### config.mk
export PLATFORM = sky130hd
export DESIGN_NAME = branch_pred_ctrl
export DESIGN_NICKNAME = d
export VERILOG_FILES = /design/src/rtl/bp_pkg.sv /design/src/rtl/bp_counter_table.sv /design/src/rtl/branch_pred_ctrl.sv
export SDC_FILE = /design/constraint.sdc
export NUM_CORES = 1
export LEC_CHECK = 0
export BUFFER_PORTS_ARGS = -buffer_cell sky130_fd_sc_hd__buf_2
export CORE_MARGIN = 2
export CORE_UTILIZATION = 25
export DETAILED_ROUTE_END_ITERATION = 10
export PLACE_DENSITY = 0.46
export SYNTH_ARGS = -nofsm -noshare
export SYNTH_HDL_FRONTEND = slang
export SYNTH_HIERARCHICAL = 1
export SYNTH_SLANG_ARGS = --single-unit
### constraint.sdc
create_clock -name BP_CLK -period 7.35 [get_ports BP_CLK]
set_input_delay 0.3675 -clock BP_CLK [delete_from_list [all_inputs] [get_ports BP_CLK]]
set_output_delay 0.3675 -clock BP_CLK [all_outputs]
set_load 0.05 [all_outputs]
### src/rtl/bp_pkg.sv
// Shared types, constants and the saturating-counter step for the PHT branch predictor.
package bp_pkg;

    typedef logic [1:0] bp_cnt_t;

    localparam bp_cnt_t BP_CNT_INIT = 2'b10;
    localparam bp_cnt_t BP_CNT_MAX  = 2'b11;
    localparam bp_cnt_t BP_CNT_MIN  = 2'b00;

    typedef enum logic {BP_INIT, BP_RUN} bp_state_t;

    // Saturation is tested before the add/sub so the 2-bit counter never wraps.
    function automatic bp_cnt_t bp_sat_next(input bp_cnt_t cnt, input logic taken);
        bp_cnt_t res;
        if (taken) begin
            res = (cnt == BP_CNT_MAX) ? cnt : bp_cnt_t'(cnt + 2'd1);
        end else begin
            res = (cnt == BP_CNT_MIN) ? cnt : bp_cnt_t'(cnt - 2'd1);
        end
        return res;
    endfunction

endpackage

### src/rtl/bp_counter_table.sv
// Pattern history table: 2**IDX_W two-bit counters.
// Registered lookup port returns the pre-write value on a same-edge collision;
// an asynchronous peek port feeds the update read-modify-write so that
// back-to-back updates to one entry chain without a forwarding path.
module bp_counter_table
    import bp_pkg::*;
#(
    parameter int IDX_W = 6
) (
    input  logic             clk,
    input  logic             rst,
    input  logic             rd_en,
    input  logic [IDX_W-1:0] rd_idx,
    output bp_cnt_t          rd_data,
    input  logic [IDX_W-1:0] peek_idx,
    output bp_cnt_t          peek_data,
    input  logic             wr_en,
    input  logic [IDX_W-1:0] wr_idx,
    input  bp_cnt_t          wr_data
);

    localparam int DEPTH = 1 << IDX_W;

    bp_cnt_t mem [DEPTH];

    // Counter storage; contents are established by the controller's init sweep.
    always_ff @(posedge clk) begin
        if (wr_en) begin
            mem[wr_idx] <= wr_data;
        end
    end

    // Lookup read register; holds its value when no lookup is issued.
    always_ff @(posedge clk or posedge rst) begin
        if (rst) begin
            rd_data <= BP_CNT_MIN;
        end else if (rd_en) begin
            rd_data <= mem[rd_idx];
        end
    end

    assign peek_data = mem[peek_idx];

endmodule

### src/rtl/branch_pred_ctrl.sv
// Branch predictor controller: init/flush sweep FSM, lookup and update indexing,
// and the sweep-versus-update write mux in front of the counter table.
// Optional feature macro: BP_GSHARE_EN (adds a non-speculative global history
// register XORed into both lookup and update indices).
module branch_pred_ctrl
    import bp_pkg::*;
#(
    parameter int PC_W  = 10,
    parameter int IDX_W = 6
) (
    input  logic            BP_CLK,
    input  logic            BP_RST,
    input  logic            BP_FLUSH,
    output logic            BP_READY,
    input  logic            BP_LOOKUP,
    input  logic [PC_W-1:0] BP_LOOKUP_PC,
    output logic            BP_PRED_VALID,
    output logic            BP_PRED_TAKEN,
    output logic [1:0]      BP_PRED_CNT,
    input  logic            BP_UPD_VALID,
    input  logic [PC_W-1:0] BP_UPD_PC,
    input  logic            BP_UPD_TAKEN
);

    bp_state_t        state;
    bp_state_t        state_next;
    logic [IDX_W-1:0] ptr;
    logic             sweep_we;
    logic             lookup_ok;
    logic             upd_ok;
    logic [IDX_W-1:0] lk_idx;
    logic [IDX_W-1:0] upd_idx;
    bp_cnt_t          rd_data;
    bp_cnt_t          peek_data;
    logic             wr_en;
    logic [IDX_W-1:0] wr_idx;
    bp_cnt_t          wr_data;

    // Requests presented alongside a flush are dropped.
    assign lookup_ok = BP_READY & BP_LOOKUP    & ~BP_FLUSH;
    assign upd_ok    = BP_READY & BP_UPD_VALID & ~BP_FLUSH;

`ifdef BP_GSHARE_EN
    logic [IDX_W-1:0] ghr;

    // Global history shifts in resolved outcomes only (non-speculative).
    always_ff @(posedge BP_CLK or posedge BP_RST) begin
        if (BP_RST) begin
            ghr <= '0;
        end else if (BP_FLUSH) begin
            ghr <= '0;
        end else if (upd_ok) begin
            ghr <= {ghr[IDX_W-2:0], BP_UPD_TAKEN};
        end
    end

    assign lk_idx  = BP_LOOKUP_PC[IDX_W-1:0] ^ ghr;
    assign upd_idx = BP_UPD_PC[IDX_W-1:0] ^ ghr;
`else
    assign lk_idx  = BP_LOOKUP_PC[IDX_W-1:0];
    assign upd_idx = BP_UPD_PC[IDX_W-1:0];
`endif

    // PC bits above the index are deliberately unused: aliasing is accepted.
    generate
        if (PC_W > IDX_W) begin : g_pc_hi
            logic unused_pc_hi;
            assign unused_pc_hi = ^{BP_LOOKUP_PC[PC_W-1:IDX_W], BP_UPD_PC[PC_W-1:IDX_W]};
        end
    endgenerate

    // FSM state register.
    always_ff @(posedge BP_CLK or posedge BP_RST) begin
        if (BP_RST) begin
            state <= BP_INIT;
        end else begin
            state <= state_next;
        end
    end

    // Next state: sweep finishes after the last entry; flush always restarts it.
    always_comb begin
        state_next = state;
        case (state)
            BP_INIT: begin
                if (!BP_FLUSH && (ptr == {IDX_W{1'b1}})) begin
                    state_next = BP_RUN;
                end
            end
            BP_RUN: begin
                if (BP_FLUSH) begin
                    state_next = BP_INIT;
                end
            end
            default: state_next = BP_INIT;
        endcase
    end

    // FSM outputs: ready only in RUN, sweep writes every INIT cycle.
    always_comb begin
        BP_READY = 1'b0;
        sweep_we = 1'b0;
        case (state)
            BP_INIT: sweep_we = 1'b1;
            BP_RUN:  BP_READY = 1'b1;
            default: ;
        endcase
    end

    // Sweep pointer; wraps back to zero as the sweep completes.
    always_ff @(posedge BP_CLK or posedge BP_RST) begin
        if (BP_RST) begin
            ptr <= '0;
        end else if (BP_FLUSH) begin
            ptr <= '0;
        end else if (sweep_we) begin
            ptr <= ptr + 1'b1;
        end
    end

    // Write port mux: sweep owns the table during INIT, updates during RUN.
    always_comb begin
        wr_en   = sweep_we | upd_ok;
        wr_idx  = upd_idx;
        wr_data = bp_sat_next(peek_data, BP_UPD_TAKEN);
        if (sweep_we) begin
            wr_idx  = ptr;
            wr_data = BP_CNT_INIT;
        end
    end

    // Prediction valid tracks whether a lookup was accepted last cycle.
    always_ff @(posedge BP_CLK or posedge BP_RST) begin
        if (BP_RST) begin
            BP_PRED_VALID <= 1'b0;
        end else begin
            BP_PRED_VALID <= lookup_ok;
        end
    end

    bp_counter_table #(
        .IDX_W (IDX_W)
    ) u_table (
        .clk       (BP_CLK),
        .rst       (BP_RST),
        .rd_en     (lookup_ok),
        .rd_idx    (lk_idx),
        .rd_data   (rd_data),
        .peek_idx  (upd_idx),
        .peek_data (peek_data),
        .wr_en     (wr_en),
        .wr_idx    (wr_idx),
        .wr_data   (wr_data)
    );

    assign BP_PRED_CNT   = rd_data;
    assign BP_PRED_TAKEN = rd_data[1];

endmodule

**Word-level counts from Yosys, hierarchy flattened**

Memory sizes are Yosys's and may differ from the RTL's. A register that Yosys moved wholly into a read port is not among the register bits.
Index checks and enable logic that the tools add are counted.
Widths: inputs -> output; s select.

- Add/subtract/negate cells: 3
- Multipliers: 0
- Div/mod/pow operators: 0
- $lt $le $gt $ge: 0
- Equal/unequal tests: 3
- Shift-type cells: 0
- Multiplexer cells: 14
- Bitwise logic cells: 7
- Reductions and logical operators: 3

Operator list:

| kind | number |
|---|---|
| $mux 6 | 3 |
| $mux 2 | 4 |
| $add 6x1->6 const B | 1 |
| $eq 6x6->1 const B | 1 |
| $mux 1 | 6 |
| $and 1x1->1 | 4 |
| $add 2x1->2 const B | 1 |
| $eq 2x2->1 const B | 1 |
| $logic_not 2->1 | 1 |
| $ne 2x2->1 const B | 1 |
| $not 1->1 | 2 |
| $pmux 1 s2 | 1 |
| $sub 2x1->2 const B | 1 |
| $logic_and 1x1->1 | 1 |
| $logic_not 1->1 | 1 |
| $or 1x1->1 | 1 |

- Bits in registers: 8
- Latch bits: 0
- Bits in writable memories: 128
- ROM bits: 0
- Input bits: 26
- Output and inout bits: 5
- Word-level logic and storage cells: 34
- Memories kept: 1

Memory list:

| name | words | width | read ports | clocked after memory_dff | write ports | line | RTL |
|---|---|---|---|---|---|---|---|
| u_table.mem | 64 | 2 | 2 | 1 | 1 | bp_counter_table.sv:24 | `bp_cnt_t mem [DEPTH];` |

**Longest topological paths before layout**

- Word-level depth: 6
- Gate-level depth with buffers: 10
- Depth with buffers taken out: 8

**Cells and area by module**

The synthesis kept the hierarchy.

Modules (own cells, without submodules):

| module | instances | cells an instance | area each (µm²) | seq. area each (µm²) |
|---|---|---|---|---|
| bp_counter_table | 1 | 391 | 6452.4 | 3893.7 |
| branch_pred_ctrl | 1 | 49 | 496.7 | 200.2 |

**Least setup slack after synthesis**

OpenSTA, ideal clock, no wires.

- Kind: input port to flip-flop
- From: input port BP_UPD_PC[1]
- To: memory u_table/mem[0][1] (netlist name), data pin
- Setup time: 0.701 ns
- Arrival time: 4.242 ns
- Required time: 6.649 ns
- Setup slack: 2.406 ns
- Cell stages on the path: 8
- Buffers on the path: 2
- Cells stage by stage: buf_1 > buf_2 > mux4_2 > mux4_2 > mux2i_1 > a21oi_1 > nor2_1 > o21ai_0

- Word-level cells in the longest chain between the ends: 5
- Elaborated cells between the ends (all ways): 9
- Classes of those cells: add/sub: 2; eq/ne: 1; mux: 4; reduce/logical: 1; memory: 1

RTL lines:

| item | line | RTL |
|---|---|---|
| start: declaration | branch_pred_ctrl.sv:21 | `input logic [PC_W-1:0] BP_UPD_PC,` |
| $mem_v2 64x2 (*) | - |  |
| net peek_data[1] | branch_pred_ctrl.sv:34 | `bp_cnt_t peek_data;` |
| $sub 2x1->2 (tied with other cells) | bp_pkg.sv:18 | `res = (cnt == BP_CNT_MIN) ? cnt : bp_cnt_t'(cnt - 2'd1);` |
| $mux 2 (on tied branches) | bp_pkg.sv:18, bp_pkg.sv:16 |  |
| $mux 2 (*) | bp_pkg.sv:15 | `if (taken) begin` |
| $mux 2 (*) | branch_pred_ctrl.sv:126 | `if (sweep_we) begin` |
| net wr_data[1] | branch_pred_ctrl.sv:37 | `bp_cnt_t wr_data;` |
| end: declaration | bp_counter_table.sv:24 |  |

Mark *: on every way through the listed nets, which the timed path passes. The rest lies on a longest branch.

**Worst setup path in the final report**

- From: input port BP_UPD_PC[0]
- To: memory u_table/mem[9][0] (netlist name), data pin

- Word-level cells in the longest chain between the ends: 5
- Elaborated cells between the ends (all ways): 9
- Classes of those cells: add/sub: 2; eq/ne: 1; mux: 4; reduce/logical: 1; memory: 1

RTL lines:

| item | line |
|---|---|
| $mem_v2 64x2 (*) | - |
| net peek_data[1] | branch_pred_ctrl.sv:34 |
| $eq 2x2->1 or $logic_not 2->1 (tied branches) | bp_pkg.sv:16, bp_pkg.sv:18 |
| $mux 2 (on tied branches) | bp_pkg.sv:16, bp_pkg.sv:18 |
| $mux 2 (*) | bp_pkg.sv:15 |
| $mux 2 (*) | branch_pred_ctrl.sv:126 |
| net wr_data[0] | branch_pred_ctrl.sv:37 |

Marks and branches as above.

==> impl_metrics.json <==
{
  "outcome": "complete, no violations",
  "end_kind": "flip-flop",
  "numCtsBuffers": 17,
  "synthFlopType": "edfxtp_1",
  "p_clk_share_pct": 47.7,
  "drt_pass1_iterations": 4,
  "synth.net_count": 467,
  "routed_wl_um": 18900,
  "routedLengthMet1_um": 7830,
  "portBuffers": 22,
  "finalNonFillerCells": 847,
  "leakage_nw": 2.65,
  "rsz0062_at_grt": "no",
  "synthesis.area_um2": 6950,
  "placed_area_um2": 7420,
  "cp.required_ns": 7.43,
  "dpl_worst_slack_ns": 3.15,
  "clkTransAtPathRegs_ns": 0.06,
  "syn_to_final_growth_pct": 15.9,
  "async_flop_share_pct": 7.25,
  "wl_met3_um": 1040,
  "worstPathMaxFanout": 64,
  "grt_util_all_layers_pct": 13.7,
  "drtIter0Drc": 353,
  "start_util_pct": 25.2,
  "max_freq_mhz": 268,
  "core-area_um2": 27600,
  "tightest_slew_ns": 0.833,
  "route.detailed.drc": 0,
  "drive_gt1_share_pct": 29.0,
  "nFillCells": 2753,
  "synth_top_family_by_area": "multiplexers",
  "ys_types": 41,
  "fp-row-count": 61,
  "fp.dieH_um": 171,
  "synth-edff-count": 128,
  "dr.max_layer_used": "met4",
  "setup_slack_ns": 3.62,
  "p_switching_mw": 0.426,
  "tritoncts": "yes",
  "setup_violations": 0,
  "dp_hpwl_um": 12700,
  "clock_skew_ns": 0.00786,
  "cp_data_arrival_time_ns": 3.80,
  "dpl.cell_count": 814,
  "die_x_um": 171,
  "grt_max_degree": 65,
  "final_cell_area_um2": 8060,
  "syn_area_per_cell_um2": 15.8,
  "synth.area.top_cells": "edfxtp_1 (55%), mux4_2 (21%), nor2_1 (3.9%)",
  "clk_latency_ns": 0.43,
  "synth_top_cell_by_area": "edfxtp_1",
  "postCtsSetupBuffers": 0,
  "yosysMostFrequentCell": "edfxtp_1",
  "synthMuxAreaShare_pct": 24.9,
  "synth_top_area_share_pct": 55.3,
  "sw_frac_of_total_pct": 22.4,
  "gr-total-overflow": 0,
  "grt_antenna_before_repair": 0,
  "die_area_um2": 29100,
  "cts_sinks": 138,
  "io_pins": 31,
  "pwr_density_cell_nw_per_um2": 236,
  "grt_pass1_vias": 4385,
  "ir_worst_vdd_mv": 0.118,
  "place.gp.congestion": 0.810,
  "max_slew_margin_pct": 44.5,
  "drv_slew": 0,
  "synth_seq_area_share_pct": 58.9,
  "yosysWarnings": 6,
  "synth_compound_area_share_pct": 3.51,
  "viasPerCell": 5.01,
  "wl_per_cell_um": 22.4,
  "cts_max_path_buffers": 2,
  "internal_power_mw": 1.47,
  "nets": 483,
  "synth_fa_ha_area_share_pct": 0.180,
  "dr_total_vias": 4240,
  "final_util_pct": 29.2,
  "critPathKind": "in -> reg",
  "start_kind": "input port",
  "synthTopCellsByCount": "edfxtp_1 (128), nor2_1 (72), mux4_2 (64), nor2b_1 (19), clkbuf_1 (14)",
  "wl_met2_um": 9610,
  "hold_violations": 0,
  "synth_xor_area_share_pct": 0.504,
  "fin_crit_sh_pct": 50.7,
  "pwr-share-seq_pct": 45.1,
  "max_cap_viol_count": 0,
  "htree_levels": 4,
  "period_needed_ns": 3.73,
  "comb_power_share_pct": 7.2,
  "grt_pass1_wl_um": 28700,
  "synthSimpleGateAreaFrac_pct": 9.49,
  "cts_root_buffer": "clkbuf_16",
  "n_antenna_cell": 0,
  "yosys_register_bits": 138,
  "tns_ns": 0,
  "postRouteAntennaNets": 0,
  "synthCells": 440,
  "hold_path_class": "in -> reg"
}
==> layout make-up <==
cell class              instances  area [um^2]  area share [%]
repair buffers                 28          158            1.96
inverters                       3         11.3           0.140
clock inverters                15          200            2.48
flip-flops and latches        138         4090            50.8
well taps                     378          473            5.87
clock buffers                  17          425            5.28
multi-input cells             268         2700            33.5
==> critical path, cell delays in order <==
cell and delay, ns:
buf_2 0.40, buf_4 0.46, mux4_2 0.61, mux4_2 0.53
nor2b_1 0.15, a211oi_1 0.25, a21oi_1 0.10, nor2_1 0.24
o21ai_0 0.11, and2_2 0.19, buf_4 0.31
==> through the flow <==
stage | power [mW] | hold slack [ns]
after detailed placement | 1.01 | 0.265
final | 1.90 | 0.220
after floorplan | 0.966 | 0.109
after global placement | 1.01 | 0.263
after global routing | 1.95 | 0.229
after CTS | 1.91 | 0.204
==> per-layer routing <==
layer,vias to the layer above,GRT usage (%)
met5,-,0
met1,2278,16.9
met4,0,5.69
met2,148,23.2
li1,1792,-
met3,22,2.98
==> timing repair <==
action	in CTS	in global routing
hold endpoints to repair	10	0
hold buffers	1	0
gates resized for setup	0	0
==> cell families after synthesis <==
family,after synthesis
xor+xnor,4
compound gates,35
fa+ha+maj,1
simple gates,137
buf+inv,34
mux,91
flops,138
==> power by group through the flow <==
stage / Combinational [mW] / Sequential, mW / Clock [mW]
6_report: 0.136 / 0.856 / 0.907
2_1_floorplan: 0.0926 / 0.874 / 0
3_5_place_dp: 0.137 / 0.872 / 0
3_3_place_gp: 0.136 / 0.872 / 0
4_1_cts: 0.138 / 0.856 / 0.921
5_1_grt: 0.146 / 0.856 / 0.953
==> cells in the final DEF, fill, tap and decap left out, drive strengths merged, types with 4 or more instances in the layout <==
| cell type | netlist | final |
|---|---|---|
| inv | 3 | 4 |
| o21ai | 6 | 6 |
| mux2 | 16 | 16 |
| nor3 | 6 | 6 |
| nand2 | 13 | 13 |
| bufinv | 0 | 4 |
| clkbuf | 14 | 17 |
| dfrtp | 10 | 10 |
| nand3 | 7 | 7 |
| o22ai | 4 | 4 |
| mux4 | 64 | 64 |
| nand2b | 6 | 6 |
| edfxtp | 128 | 128 |
| mux2i | 11 | 11 |
| a2111oi | 4 | 4 |
| nor2b | 19 | 19 |
| a211oi | 6 | 6 |
| a21oi | 6 | 6 |
| clkinv | 0 | 7 |
| buf | 17 | 27 |
| nor2 | 72 | 72 |
==> path summary, 6_finish.rpt <==
kind,from,endpoint,slack (ns),depth (start not counted)
worst max-delay path,BP_UPD_PC[0],u_table/mem[9][0],3.62,11
worst min-delay path,BP_FLUSH,ptr[2],0.22,2
worst max register to register,u_table/mem[11][1],u_table/mem[9][0],4.13,9
worst min register to register,ptr[5],ptr[5],0.59,2
max in group asynchronous,BP_RST,ptr[3],6.65,3
min in group asynchronous,BP_RST,u_table/rd_data[0],0.38,3
==> state kept, by name, summed over array words and instances, names as in the netlist <==
signal           count
state                1
BP_PRED_VALID        1
u_table/rd_data      2
u_table/mem        128
ptr                  6
Power figures use the tool's default switching activity.
